**config.mk**
```make
export PLATFORM = sky130hd
export DESIGN_NAME = fir_seq
export DESIGN_NICKNAME = d
export VERILOG_FILES = /design/src/rtl/fir_pkg.sv /design/src/rtl/fir_seq.sv
export SDC_FILE = /design/constraint.sdc
export NUM_CORES = 1
export LEC_CHECK = 0
export BUFFER_PORTS_ARGS = -buffer_cell sky130_fd_sc_hd__buf_2
export CORE_MARGIN = 1.5
export CORE_UTILIZATION = 40
export DETAILED_ROUTE_END_ITERATION = 8
export HOLD_SLACK_MARGIN = 0.02
export PLACE_DENSITY = 0.6
export SYNTH_ARGS = -nofsm -noshare
export SYNTH_HDL_FRONTEND = slang
export SYNTH_SLANG_ARGS = --single-unit
```
**constraint.sdc**
```tcl
create_clock -name clock -period 6 [get_ports clock]
set_clock_uncertainty 0.05 [all_clocks]
set_input_delay 1.5 -clock clock [delete_from_list [all_inputs] [get_ports clock]]
set_output_delay 1.5 -clock clock [all_outputs]
set_load 0.02 [all_outputs]
```
**src/rtl/fir_pkg.sv**
```systemverilog
// Shared types and default widths for the FIR frame sequencer.
// Frame flush behaviour is selected by the FIR_SEQ_FLUSH_EN macro in fir_seq.
package fir_pkg;

  typedef enum logic [2:0] {
    IDLE,
    LOAD,
    FLUSH,
    DRAIN,
    DONE
  } fir_seq_state_t;

  localparam int FIR_DW   = 8;
  localparam int FIR_YW   = 19;
  localparam int FIR_TAPS = 8;

endpackage

```
**src/rtl/fir_seq.sv**
```systemverilog
// Frame sequencer feeding the FIR datapath and forwarding its results with a last marker.
// Define FIR_SEQ_FLUSH_EN to append TAPS-1 zero samples and return the full convolution.
module fir_seq
  import fir_pkg::*;
#(
  parameter int TAPS  = FIR_TAPS,
  parameter int DW    = FIR_DW,
  parameter int YW    = FIR_YW,
  parameter int LEN_W = 8
) (
  input  logic             clock,
  input  logic             reset,
  input  logic             start,
  input  logic [LEN_W-1:0] frame_len,
  output logic             busy,
  output logic             done,
  input  logic             s_valid,
  input  logic [DW-1:0]    s_data,
  output logic             s_ready,
  output logic             fir_valid_in,
  output logic [DW-1:0]    fir_x,
  input  logic [YW-1:0]    fir_y,
  input  logic             fir_valid_out,
  output logic             m_valid,
  output logic [YW-1:0]    m_data,
  output logic             m_last
);

`ifdef FIR_SEQ_FLUSH_EN
  localparam int FLUSH_LEN = TAPS - 1;
  localparam logic [LEN_W-1:0] FLUSH_LAST = LEN_W'(FLUSH_LEN - 1);
`else
  localparam int FLUSH_LEN = 0;
`endif
  localparam logic [LEN_W:0] TOTAL_ADD = (LEN_W+1)'(FLUSH_LEN);
  localparam logic [LEN_W:0] CNT_ONE   = (LEN_W+1)'(1);

  fir_seq_state_t   state_q, state_d;
  logic [LEN_W-1:0] len_q, len_d;
  logic [LEN_W-1:0] in_cnt_q, in_cnt_d;
  logic [LEN_W:0]   out_cnt_q, out_cnt_d;
`ifdef FIR_SEQ_FLUSH_EN
  logic [LEN_W-1:0] flush_cnt_q, flush_cnt_d;
`endif
  logic             done_q, done_d;
  logic             fir_valid_in_q, fir_valid_in_d;
  logic [DW-1:0]    fir_x_q, fir_x_d;
  logic             m_valid_q, m_valid_d;
  logic [YW-1:0]    m_data_q, m_data_d;
  logic             m_last_q, m_last_d;

  logic [LEN_W:0]   total;
  logic             last_out;
  logic             in_frame;

  // Wide enough that len + TAPS - 1 never wraps.
  assign total    = {1'b0, len_q} + TOTAL_ADD;
  assign last_out = (out_cnt_q == total - CNT_ONE);
  assign in_frame = (state_q == LOAD) || (state_q == FLUSH) || (state_q == DRAIN);

  always_comb begin
    state_d        = state_q;
    len_d          = len_q;
    in_cnt_d       = in_cnt_q;
    out_cnt_d      = out_cnt_q;
`ifdef FIR_SEQ_FLUSH_EN
    flush_cnt_d    = flush_cnt_q;
`endif
    done_d         = 1'b0;
    fir_valid_in_d = 1'b0;
    fir_x_d        = '0;
    m_valid_d      = 1'b0;
    m_data_d       = m_data_q;
    m_last_d       = 1'b0;

    case (state_q)
      IDLE: begin
        if (start) begin
          if (frame_len != '0) begin
            len_d     = frame_len;
            in_cnt_d  = '0;
            out_cnt_d = '0;
`ifdef FIR_SEQ_FLUSH_EN
            flush_cnt_d = '0;
`endif
            state_d   = LOAD;
          end else begin
            done_d = 1'b1;
          end
        end
      end
      LOAD: begin
        if (s_valid) begin
          fir_valid_in_d = 1'b1;
          fir_x_d        = s_data;
          in_cnt_d       = in_cnt_q + 1'b1;
          if (in_cnt_q == len_q - 1'b1) begin
`ifdef FIR_SEQ_FLUSH_EN
            state_d = (FLUSH_LEN > 0) ? FLUSH : DRAIN;
`else
            state_d = DRAIN;
`endif
          end
        end
      end
`ifdef FIR_SEQ_FLUSH_EN
      FLUSH: begin
        fir_valid_in_d = 1'b1;
        flush_cnt_d    = flush_cnt_q + 1'b1;
        if (flush_cnt_q == FLUSH_LAST) begin
          state_d = DRAIN;
        end
      end
`endif
      DRAIN: begin
        state_d = state_q;
      end
      DONE: begin
        done_d  = 1'b1;
        state_d = IDLE;
      end
      default: state_d = IDLE;
    endcase

    // Results are counted in every active state, so the final one wins over LOAD/FLUSH moves.
    if (fir_valid_out && in_frame) begin
      m_valid_d = 1'b1;
      m_data_d  = fir_y;
      out_cnt_d = out_cnt_q + CNT_ONE;
      if (last_out) begin
        m_last_d = 1'b1;
        state_d  = DONE;
      end
    end
  end

  always_ff @(posedge clock or negedge reset) begin
    if (!reset) begin
      state_q        <= IDLE;
      len_q          <= '0;
      in_cnt_q       <= '0;
      out_cnt_q      <= '0;
`ifdef FIR_SEQ_FLUSH_EN
      flush_cnt_q    <= '0;
`endif
      done_q         <= 1'b0;
      fir_valid_in_q <= 1'b0;
      fir_x_q        <= '0;
      m_valid_q      <= 1'b0;
      m_data_q       <= '0;
      m_last_q       <= 1'b0;
    end else begin
      state_q        <= state_d;
      len_q          <= len_d;
      in_cnt_q       <= in_cnt_d;
      out_cnt_q      <= out_cnt_d;
`ifdef FIR_SEQ_FLUSH_EN
      flush_cnt_q    <= flush_cnt_d;
`endif
      done_q         <= done_d;
      fir_valid_in_q <= fir_valid_in_d;
      fir_x_q        <= fir_x_d;
      m_valid_q      <= m_valid_d;
      m_data_q       <= m_data_d;
      m_last_q       <= m_last_d;
    end
  end

  assign busy         = (state_q != IDLE);
  assign s_ready      = (state_q == LOAD);
  assign done         = done_q;
  assign fir_valid_in = fir_valid_in_q;
  assign fir_x        = fir_x_q;
  assign m_valid      = m_valid_q;
  assign m_data       = m_data_q;
  assign m_last       = m_last_q;

endmodule

```
-- After elaboration in Yosys (flattened, before gate mapping)
Index checks and enable logic that the tools add are counted.
- bits in registers: 59
- bits of input ports: 40
- output and inout port bits: 33
- logic and storage cells: 61
- add/sub/neg operators: 4
- eq/ne operators: 9
- muxes and demuxes: 25
- reductions and logical operators: 13
- operators with widths (cell ; number):
    8-bit 2-to-1 mux ; 5
    9-bit 2-to-1 mux ; 4
    3-bit 2-to-1 mux ; 6
    8-bit one-hot mux with 2 select lines ; 1
    9-bit by 1-bit adder with 9-bit output, second input constant ; 1
    9-bit == test ; 1
    3-bit one-hot mux with 3 select lines ; 1
    8-bit by 1-bit subtractor with 9-bit output, second input constant ; 1
    8-bit by 1-bit adder with 8-bit output, second input constant ; 1
    8-bit == test ; 1
    2-bit nonzero test ; 4
    8-bit nonzero test ; 1
    8-bit by 1-bit subtractor with 8-bit output, second input constant ; 1
    1-bit 2-to-1 mux ; 7
    3-bit by 2-bit == test with 1-bit output, second input constant ; 2
    2-bit inequality test, second input constant ; 3
    3-bit AND reduction ; 2
    4-bit AND reduction ; 1
    3-bit by 1-bit == test with 1-bit output, second input constant ; 1
    3-bit == test, second input constant ; 1
    3-bit zero test ; 1
    3-bit nonzero test ; 1
    1-bit logical OR ; 2
    1-bit one-hot mux with 2 select lines ; 1
    1-bit logical AND ; 1

-- Longest topological paths before layout
Gate-level depths: netlist of run 1.
- depth in word-level cells: 7
- mapped depth: 8
- depth with buffers taken out: 8

-- Worst setup path before layout of run 1
Ideal clock, no wire load.
- path kind: input-to-reg
- from: in fir_valid_out
- to: reg state_q[0]
- library setup time: 0.133 ns
- arrival: 2.889 ns
- required time: 5.817 ns
- path slack: 2.928 ns
- cell stages on the path: 6
- buffers on the path: 0
- cell sequence: or3b_1 > clkinv_1 > nand3_1 > or4_4 > a2111oi_4 > nor3_1
- cells in the longest elaborated chain, start to end: 2
- RTL lines (item ; line ; source):
    start, declared ; fir_seq.sv:23 ; input logic fir_valid_out,
    1-bit logical AND ; fir_seq.sv:126 ; if (fir_valid_out && in_frame) begin
    3-bit 2-to-1 mux ; fir_seq.sv:126 ;
    via state_d[0] ; fir_seq.sv:38 ; fir_seq_state_t state_q, state_d;
    end signal, assigned ; fir_seq.sv:153 ; state_q <= state_d;
    end, declared ; fir_seq.sv:38 ;
The timed path passes the listed nets, and every way through them passes these cells.
A chain may end at the register's enable or synchronous reset.

-- Worst setup path in the final report of run 1
- from: in fir_valid_out
- to: reg state_q[1]
Same word-level chain as after synthesis.

==> results of run 1 <==
flip-flops by register name (all words and copies together), names as in the netlist:
signal,flops
len_q,8
done,1
fir_x,8
out_cnt_q,9
m_data,19
m_last,1
state_q,3
m_valid,1
in_cnt_q,8
fir_valid_in,1
area by class of cell:
class,instances,area (sq um)
Sequential cell,59,1480
Fill cell,681,3340
Multi-Input combinational cell,226,1270
Clock inverter,5,75.1
Timing Repair Buffer,73,368
Inverter,8,30.0
Clock buffer,11,151
Tap cell,96,120
power breakdown:
| group | leakage, uW | internal [uW] | total [uW] | switching, uW |
|---|---|---|---|---|
| clock network | 0.000119 | 254 | 408 | 154 |
| registers | 0.000752 | 521 | 670 | 148 |
| logic | 0.000870 | 266 | 653 | 387 |
| total | 0.00174 | 1040 | 1730 | 689 |
routing by layer:
layer,up-vias,routed length (um)
li1,1169,-
met1,1106,2920
met2,64,2940
met3,12,267
met4,0,120
met5,-,0
stage by stage:
step	worst slack, ns	power (uW)
after floorplan	2.93	1140
after global placement	1.92	1320
after CTS	2.19	1750
after detailed placement	1.82	1330
after global routing	1.91	1860
final	2.21	1730
critical path, stage by stage:
cell and delay, ns:
buf_2 0.09, or3b_1 0.78, clkinv_1 0.91, nand3_1 0.25, or4_4 0.16, a2111oi_4 0.05
a211oi_1 0.22
cell families (layout without fill, tap and decap cells):
| family | count (synthesis) | after routing | share of synthesized area |
|---|---|---|---|
| fa+ha+maj | 3 | 3 | 0.0132 |
| compound gates | 36 | 36 | 0.0851 |
| xor+xnor | 27 | 27 | 0.0834 |
| flops | 59 | 59 | 0.521 |
| simple gates | 160 | 160 | 0.266 |
| buf+inv | 24 | 97 | 0.0318 |
cell usage in the layout (no fill, tap or decap), types with 3 or more instances in the layout:
| cell type | count |
|---|---|
| nor3_1 | 8 |
| nand4_1 | 5 |
| o21ai_0 | 16 |
| dfrtp_1 | 59 |
| nor2_1 | 13 |
| clkinv_2 | 3 |
| xor2_1 | 11 |
| xnor2_1 | 16 |
| a21oi_1 | 5 |
| and4_1 | 3 |
| buf_2 | 72 |
| clkbuf_8 | 11 |
| nand3_1 | 12 |
| and3_1 | 10 |
| a31oi_1 | 4 |
| inv_1 | 7 |
| nand2_1 | 92 |
| ha_1 | 3 |
| nor4_1 | 3 |
worst max path at each step:
stage	from	end	slack, ns
3_3_place_gp	fir_valid_out	state_q[0]	1.92
5_1_grt	fir_valid_out	state_q[1]	1.91
6_report	fir_valid_out	state_q[1]	2.21
4_1_cts	fir_valid_out	state_q[1]	2.19
2_1_floorplan	fir_valid_out	state_q[0]	2.93
3_5_place_dp	fir_valid_out	state_q[1]	1.82
==> metrics.log, run 1 <==
[metrics] outcome: finished, final reports clean
[metrics] Placed Instances: 462
[metrics] number of enable flip-flop cells after synthesis: 0
[metrics] Clock H-tree levels: 3
[metrics] cell accounting for the most synthesized area: dfrtp_1
[metrics] first-pass GRT wire length: 10.6 mm
[metrics] Mapped Avg Cell Area: 9.18 sq um
[metrics] Post-CTS Setup Bufs: 0
[metrics] root buffer cell: clkbuf_8
[metrics] post-synth cell types: 40
[metrics] endpoint of the worst hold path: m_data[4]
[metrics] count of final setup violators: 0
[metrics] Diodes inserted: 0
[metrics] die outline area: 0.00761 sq mm
[metrics] count leader, synth: nand2_1
[metrics] GRT Total Usage: 0.181
[metrics] Placement Rows: 30
[metrics] non-filler instance count after layout: 478
[metrics] Detail Route Antenna Nets: 0
[metrics] post-layout util: 0.511
[metrics] via density per instance: 4.92
[metrics] final layout net count: 420
[metrics] placed inst area: 0.00326 sq mm
[metrics] global placement routability congestion: 0.761
[metrics] height of the chip: 87.2 um
[metrics] share of the clock period used by the worst path: 0.631
[metrics] max_slew headroom: 0.371
[metrics] top cell types by occurrence after synthesis: nand2_1, dfrtp_1, o21ai_0, xnor2_1, clkbuf_1
[metrics] GRT met1 Usage: 0.238
[metrics] data arrival time of the critical path: 3.97 ns
[metrics] Bufs on Longest Clock Path: 2
[metrics] total standard cell area after synthesis: 0.00284 sq mm
[metrics] top flip-flop cell by instance count after synthesis: dfrtp_1
[metrics] logic depth of the worst register-to-register path: 7
[metrics] cell types with the largest area share after synthesis: dfrtp_1, nand2_1, xnor2_1, xor2_1, o21ai_0
[metrics] Critical Path End Type: flip-flop
[metrics] hold_ws: 0.429 ns
[metrics] initial core utilization: 0.415
[metrics] post-route cell area: 0.00349 sq mm
[metrics] layout cell share with drive strength beyond 1: 0.249
[metrics] Detailed Route Iter0 Violations: 110
[metrics] count of warnings emitted by yosys: 0
[metrics] reg-to-reg endpoint: state_q[1]
[metrics] wire length per cell: 13.1 um
[metrics] critical setup path kind: input pin to flip-flop
[metrics] Core Region: 0.00683 sq mm
[metrics] clock-pin slew of the registers on the worst-case setup and hold paths: 0.07 ns
[metrics] worst skew pair latency: 0.34 ns
[metrics] Layout Area Growth over Synthesis: 23.1%
[metrics] cts repair resizes: 0
[metrics] Cells on Worst Hold Path: 2
[metrics] CTS tree: built
[metrics] met2 track utilization from global routing: 0.289
[metrics] via count of the first global-routing pass: 2280
[metrics] number of DRC violations after detailed routing: 0
[metrics] die width: 87.2 um
[metrics] Syn Nets: 352
[metrics] most utilized layer in the global route result: met2
[metrics] Worst Min Path Start: m_data[4]
[metrics] reg-to-reg slack, setup: 2.90 ns
[metrics] Critical Path RT: 6.19 ns
[metrics] met3 capacity usage during global routing: 0.0341
[metrics] setup total negative slack: 0 ns
[metrics] post-synthesis sequential element count: 59
[metrics] Worst Max-Slew Pin Slew: 0.944 ns
[metrics] number of clock sinks seen by CTS: 59
[metrics] Leakage Power: 0.00174 uW
[metrics] IO Port Bufs: 72
[metrics] proportion of synthesized chip area in sequential cells: 0.521
[metrics] number of I/O pins: 73
[metrics] Max Freq: 264 MHz
[metrics] type of the worst min-delay path: flip-flop to flip-flop
[metrics] count of pins over their slew limit: 0
[metrics] HPWL after detailed placement: 4.30 mm
[metrics] worst-case vdd ir drop: 0.177 mV
[metrics] worst r2r src: state_q[1]
[metrics] setup repair after global routing missed its margin: false
[metrics] Max Fanout on Critical Path: 30
[metrics] final hold violations: 0
[metrics] initial antenna violation count: 0
[metrics] CP Launch Type: input pin
[metrics] pin count of the biggest net entering global routing: 60
[metrics] final critical delay including setup and external delays: 3.79 ns
[metrics] power density normalized to cell area: 496 mW/mm^2
[metrics] CTS Buf Count: 9
[metrics] wirelength, routed: 6.25 mm
[metrics] vias after detailed routing: 2351
[metrics] Max Cap Violations: 0
[metrics] iteration count of the initial detailed-routing pass: 4
[metrics] remaining global-route overflow: 0
[metrics] share of synthesized flip-flops with an asynchronous set or reset: 1.00
[metrics] portion of synthesized cell area occupied by the leading cell type: 0.521
[metrics] synthesized netlist cell count: 309
[metrics] number of buffers inserted by hold repair at cts: 0
No activity file was read; power rests on OpenSTA's default activity.
==> run 2: changes to the inputs <==
--- a/config.mk
+++ b/config.mk
@@ -5,12 +5,13 @@
 export SDC_FILE = /design/constraint.sdc
 export NUM_CORES = 1
 export LEC_CHECK = 0
+export ABC_AREA = 1
 export BUFFER_PORTS_ARGS = -buffer_cell sky130_fd_sc_hd__buf_2
 export CORE_MARGIN = 1.5
 export CORE_UTILIZATION = 40
 export DETAILED_ROUTE_END_ITERATION = 8
 export HOLD_SLACK_MARGIN = 0.02
-export PLACE_DENSITY = 0.6
+export PLACE_DENSITY = 0.62
 export SYNTH_ARGS = -nofsm -noshare
 export SYNTH_HDL_FRONTEND = slang
 export SYNTH_SLANG_ARGS = --single-unit
==> constraint.sdc (replaced) <==
create_clock -name clock -period 3.1 [get_ports clock]
set_clock_uncertainty 0.05 [all_clocks]
set_input_delay 0.775 -clock clock [delete_from_list [all_inputs] [get_ports clock]]
set_output_delay 0.775 -clock clock [all_outputs]
set_load 0.02 [all_outputs]
==> metrics.log, run 2 <==
[metrics] critical setup path kind: flip-flop to output port
[metrics] initial antenna violation count: 0
[metrics] Bufs on Longest Clock Path: 2
[metrics] Max Cap Violations: 0
[metrics] share of the clock period used by the worst path: 0.709
[metrics] type of the worst min-delay path: input pin to asynchronous set/reset pin
[metrics] worst path setup slack after routing: 0.901 ns
[metrics] synthesized netlist cell count: 383
[metrics] Layout Area Growth over Synthesis: 21.9%
[metrics] Critical Path RT: 2.27 ns
[metrics] first-pass GRT wire length: 11.8 mm
[metrics] wirelength, routed: 6.61 mm
[metrics] non-filler instance count after layout: 562
[metrics] Mapped Avg Cell Area: 7.88 sq um
[metrics] GRT Total Usage: 0.181
[metrics] Max Freq: 455 MHz
[metrics] final layout net count: 501
[metrics] iteration count of the initial detailed-routing pass: 4
[metrics] remaining global-route overflow: 0
[metrics] root buffer cell: clkbuf_8
[metrics] Sequential Area: 0.00148 sq mm
[metrics] cell accounting for the most synthesized area: dfrtp_1
[metrics] portion of synthesized cell area occupied by the leading cell type: 0.489
[metrics] wire length per cell: 11.8 um
[metrics] number of I/O pins: 73
[metrics] CTS tree: built
[metrics] top library cells by usage in the layout, fill and taps aside: nand2_1, buf_2, dfrtp_1
[metrics] Core Region: 0.00729 sq mm
[metrics] post-synth cell types: 35
[metrics] number of enable flip-flop cells after synthesis: 0
[metrics] height of the chip: 89.9 um
[metrics] via density per instance: 4.63
[metrics] setup total negative slack: 0 ns
[metrics] global placement routability congestion: 0.850
[metrics] most common cell after layout, fill and taps aside: nand2_1
[metrics] count leader, synth: nand2_1
[metrics] final critical delay including setup and external delays: 2.20 ns
[metrics] number of DRC violations after detailed routing: 0
[metrics] Syn Nets: 426
[metrics] count of final setup violators: 0
[metrics] number of clock sinks seen by CTS: 59
[metrics] Critical Path End Type: output port
[metrics] total standard cell area after synthesis: 0.00302 sq mm
[metrics] top cell types by occurrence after synthesis: nand2_1, dfrtp_1, nor2_1
[metrics] HPWL after detailed placement: 4.94 mm
[metrics] count of warnings emitted by yosys: 0
[metrics] outcome: finished, final reports clean
[metrics] hold_ws: 0.366 ns
[metrics] layout cell share with drive strength beyond 1: 0.242
[metrics] final hold violations: 0
[metrics] max_slew headroom: 0.530
[metrics] clock-pin slew of the registers on the worst-case setup and hold paths: 0.07 ns
[metrics] die outline area: 0.00808 sq mm
[metrics] setup repair after global routing missed its margin: false
[metrics] worst skew pair latency: 0.34 ns
[metrics] count of pins over their slew limit: 0
[metrics] number of fillers in the final layout: 762
[metrics] Clock H-tree levels: 3
[metrics] cell types with the largest area share after synthesis: dfrtp_1, nand2_1, nand3_1, nor2_1, inv_1
[metrics] share of synthesized flip-flops with an asynchronous set or reset: 1.00
[metrics] Max stage delay on crit path: 0.44 ns
[metrics] data arrival time of the critical path: 1.37 ns
[metrics] vias after detailed routing: 2604
[metrics] CP Launch Type: flip-flop
[metrics] Placement Rows: 31
[metrics] Leakage Power: 0.00196 uW
[metrics] flip-flop count of the largest register, all copies and words added: 19
[metrics] top flip-flop cell by instance count after synthesis: dfrtp_1
[metrics] Worst Max-Slew Pin Slew: 0.704 ns
[metrics] Max Fanout on Critical Path: 3
[metrics] die width: 89.9 um
[metrics] number of buffers inserted by hold repair at cts: 0
[metrics] worst slack at placement: 0.683 ns
[metrics] area of combinational cells with multiple inputs: 0.00135 sq mm
[metrics] Detail Route Antenna Nets: 0
[metrics] via count of the first global-routing pass: 2527
[metrics] Critical-path top delay cell: dfrtp_1
[metrics] worst-case vdd ir drop: 0.489 mV
[metrics] IO Port Bufs: 72
[metrics] cts repair resizes: 0
[metrics] Post-CTS Setup Bufs: 0
[metrics] CTS Buf Count: 9
[metrics] post-synthesis sequential element count: 59
[metrics] power density normalized to cell area: 919 mW/mm^2
[metrics] proportion of synthesized chip area in sequential cells: 0.489
[metrics] initial core utilization: 0.414
[metrics] CP cell instances: nor2_4, inv_2, nor2_4, inv_2, buf_2
[metrics] Detailed Route Iter0 Violations: 142
[metrics] Placed Instances: 546
[metrics] pin count of the biggest net entering global routing: 60
[metrics] Diodes inserted: 0
run 2: cell count changes after synthesis, sizes merged, moves of 5 or more:
cell / before / now
and3: 10 / 0
buf: 2 / 7
clkbuf: 14 / 2
inv: 7 / 37
nand2: 92 / 147
nand3: 12 / 33
nor2: 13 / 44
nor3: 9 / 1
xnor2: 16 / 2
xor2: 11 / 3
run 2: per-layer routing:
metal  track usage  part of all wire  vias up  wire, um
li1              -                 -     1367         -
met1         0.249              0.50     1164      3290
met2         0.283              0.45       65      2960
met3        0.0457             0.044        8       288
met4        0.0516             0.011        0        75
met5             0                 0        -         0
run 2: power by group:
group / internal [uW] / switching (uW)
registers: 1000 / 185
logic: 479 / 987
clock network: 417 / 312
total: 1900 / 1480
run 2: worst max-delay path: cells and delay by family, from the launching register on:
family / cells / cell delay [ns]
simple gates: 2 / 0.30
buf+inv: 3 / 0.29
flops: 1 / 0.44
run 2: path summary, 6_finish.rpt:
check	start	to	slack, ns	depth (start not counted)
max	state_q[1]	busy	0.90	5
min	reset	m_data[6]	0.37	2
max reg2reg	state_q[2]	out_cnt_q[6]	1.07	6
min reg2reg	m_data[18]	m_data[18]	0.42	2
max in group asynchronous	reset	len_q[6]	2.37	2
min in group clock	m_data[18]	m_data[18]	0.42	2
run 2: logic make-up (layout without fill, tap and decap cells):
| group | count (synthesis) | in the layout | share of synthesized area |
|---|---|---|---|
| AND/OR/NAND/NOR | 234 | 234 | 0.333 |
| flip-flops | 59 | 59 | 0.489 |
| buffers and inverters | 46 | 126 | 0.0655 |
| AO/OA/AOI/OAI | 35 | 35 | 0.0779 |
| XOR/XNOR | 6 | 6 | 0.0220 |
| adder cells (fa/ha/maj) | 3 | 3 | 0.0124 |
run 2: area by class of cell:
| cell class | count | share of cell area |
|---|---|---|
| clock inverter | 5 | 0.0163 |
| sequential | 59 | 0.401 |
| clock buffer | 11 | 0.0411 |
| multi-input combinational | 278 | 0.365 |
| timing repair buffer | 73 | 0.103 |
| tap | 99 | 0.0337 |
| inverter | 37 | 0.0391 |
run 2: through the flow:
stage / total power (uW) / cell area [sq um] / utilization
floorplan: 2270 / 3020 / -
global route: 3670 / 3680 / 0.505
CTS: 3420 / 3680 / 0.505
finish: 3380 / 3680 / 0.505
detailed placement: 2670 / 3470 / 0.476
global placement: 2650 / 3470 / 0.476
==> run 3: changes to the inputs <==
--- a/config.mk
+++ b/config.mk
@@ -11,7 +11,7 @@
 export CORE_UTILIZATION = 40
 export DETAILED_ROUTE_END_ITERATION = 8
 export HOLD_SLACK_MARGIN = 0.02
-export PLACE_DENSITY = 0.62
+export PLACE_DENSITY = 0.6
 export SYNTH_ARGS = -nofsm -noshare
 export SYNTH_HDL_FRONTEND = slang
 export SYNTH_SLANG_ARGS = --single-unit
==> constraint.sdc (replaced) <==
create_clock -name clock -period 2.2 [get_ports clock]
set_clock_uncertainty 0.05 [all_clocks]
set_input_delay 0.55 -clock clock [delete_from_list [all_inputs] [get_ports clock]]
set_output_delay 0.55 -clock clock [all_outputs]
set_load 0.02 [all_outputs]
==> metrics.log, run 3 (synthesized netlist as in run 2, its figures left out) <==
[metrics] GRT Total Usage: 0.186
[metrics] Leakage Power: 0.00196 uW
[metrics] vias after detailed routing: 2649
[metrics] post-route cell area: 0.00370 sq mm
[metrics] number of fillers in the final layout: 761
[metrics] remaining global-route overflow: 0
[metrics] Core Region: 0.00729 sq mm
[metrics] worst-case vdd ir drop: 0.621 mV
[metrics] Layout Area Growth over Synthesis: 22.6%
[metrics] HPWL after detailed placement: 5.07 mm
[metrics] number of clock sinks seen by CTS: 59
[metrics] final hold violations: 0
[metrics] die outline area: 0.00808 sq mm
[metrics] wire length per cell: 12.1 um
[metrics] GRT met1 Usage: 0.244
[metrics] kind of cell adding the most delay to the critical path: flip-flops
[metrics] CP cell instances: nor2_4, inv_2, nor2_4, inv_2, buf_2
[metrics] Detailed Route Iter0 Violations: 159
[metrics] Placement Rows: 31
[metrics] initial antenna violation count: 0
[metrics] placed inst area: 0.00348 sq mm
[metrics] clock-pin slew of the registers on the worst-case setup and hold paths: 0.07 ns
[metrics] max_slew headroom: 0.719
[metrics] die width: 89.9 um
[metrics] type of the worst min-delay path: input pin to asynchronous set/reset pin
[metrics] met2 track utilization from global routing: 0.289
[metrics] Max stage delay on crit path: 0.45 ns
[metrics] number of I/O pins: 73
[metrics] Critical Path End Type: output port
[metrics] share of the clock period used by the worst path: 0.911
[metrics] Bufs on Longest Clock Path: 2
[metrics] height of the chip: 89.9 um
[metrics] pin count of the biggest net entering global routing: 60
[metrics] Detail Route Antenna Nets: 0
[metrics] number of DRC violations after detailed routing: 0
[metrics] final layout net count: 503
[metrics] CTS Buf Count: 9
[metrics] Max Cap Violations: 0
[metrics] met3 capacity usage during global routing: 0.0643
[metrics] critical path buffer and inverter count: 3
[metrics] wirelength, routed: 6.85 mm
[metrics] Worst Max-Slew Pin Slew: 0.418 ns
[metrics] worst slack at placement: 0.347 ns
[metrics] worst path setup slack after routing: 0.195 ns
[metrics] flip-flop count of the largest register, all copies and words added: 19
[metrics] via density per instance: 4.70
[metrics] root buffer cell: clkbuf_8
[metrics] first-pass GRT wire length: 11.9 mm
[metrics] outcome: finished, final reports clean
[metrics] data arrival time of the critical path: 1.40 ns
[metrics] Max Fanout on Critical Path: 3
[metrics] most utilized layer in the global route result: met2
[metrics] layout cell share with drive strength beyond 1: 0.243
[metrics] IO Port Bufs: 72
[metrics] final critical delay including setup and external delays: 2.00 ns
[metrics] Critical-path top delay cell: dfrtp_1
[metrics] Clock H-tree levels: 3
[metrics] top library cells by usage in the layout, fill and taps aside: nand2_1, buf_2, dfrtp_1
[metrics] setup total negative slack: 0 ns
[metrics] Max Freq: 499 MHz
[metrics] CP Launch Type: flip-flop
[metrics] initial core utilization: 0.414
[metrics] worst skew pair latency: 0.35 ns
[metrics] power density normalized to cell area: 1310 mW/mm^2
[metrics] setup repair after global routing missed its margin: false
[metrics] iteration count of the initial detailed-routing pass: 4
[metrics] cts repair resizes: 0
[metrics] Total Power: 4850 uW
[metrics] count of pins over their slew limit: 0
[metrics] critical setup path kind: flip-flop to output port
[metrics] count of final setup violators: 0
[metrics] Critical Path RT: 1.60 ns
[metrics] Diodes inserted: 0
[metrics] global placement routability congestion: 0.871
[metrics] number of buffers inserted by hold repair at cts: 0
[metrics] Post-CTS Setup Bufs: 0
[metrics] CTS tree: built
[metrics] via count of the first global-routing pass: 2518
[metrics] most common cell after layout, fill and taps aside: nand2_1
run 3: cell types whose count changed in the layout (fill, tap and decap cells not counted), sizes merged:
| cell | previous run | this run |
|---|---|---|
| clkinv | 2 | 1 |
| clkbuf | 11 | 10 |
| bufinv | 1 | 2 |
| clkinvlp | 1 | 2 |
| buf | 73 | 75 |
run 3: where the power goes:
part	leakage [uW]	switching (uW)	internal, uW	total [uW]
Sequential	0.000768	268	1410	1680
Clock	0.000103	444	639	1080
Combinational	0.00109	1400	687	2090
run 3: final timing paths:
check | from | to | slack [ns] | cells after the start
min reg2reg | m_data[13] | m_data[13] | 0.42 | 2
min in group clock | fir_y[10] | m_data[10] | 0.35 | 3
max in group asynchronous | reset | len_q[2] | 1.70 | 2
min | reset | m_data[2] | 0.14 | 2
max | state_q[1] | busy | 0.20 | 5
max reg2reg | len_q[0] | state_q[1] | 0.32 | 12
run 3: final cells by class:
type                            count  area (sq um)  share of cell area
Sequential cell                    59          1480               0.399
Multi-Input combinational cell    278          1350               0.363
Timing Repair Buffer               75           395               0.107
Inverter                           37           144              0.0389
Clock buffer                       10           128              0.0345
Tap cell                           99           124              0.0335
Clock inverter                      6          88.8              0.0240
run 3: worst register-to-register path, stage by stage, from the launching register on:
cell and delay, ns:
dfrtp_1 0.41, inv_2 0.10, ha_1 0.29, inv_1 0.10
nand2_1 0.07, nand3_1 0.09, nand2_1 0.05, nor2_1 0.10
nand2_1 0.05, nor2_1 0.12, nand2_1 0.11, o21ai_2 0.16
nor2_1 0.06
run 3: metrics by stage:
stage	cells	util	hold WS [ns]
3_3_place_gp	548	0.478	0.402
3_5_place_dp	548	0.478	0.407
6_report	564	0.508	0.143
5_1_grt	564	0.508	0.159
2_1_floorplan	383	-	0.204
4_1_cts	564	0.508	0.146
run 3: routing by layer:
layer	wire length [um]	share of wire	vias up
met1	3240	0.47	1192
li1	-	-	1373
met2	3120	0.46	74
met4	127	0.019	0
met5	0	0	-
met3	360	0.053	10
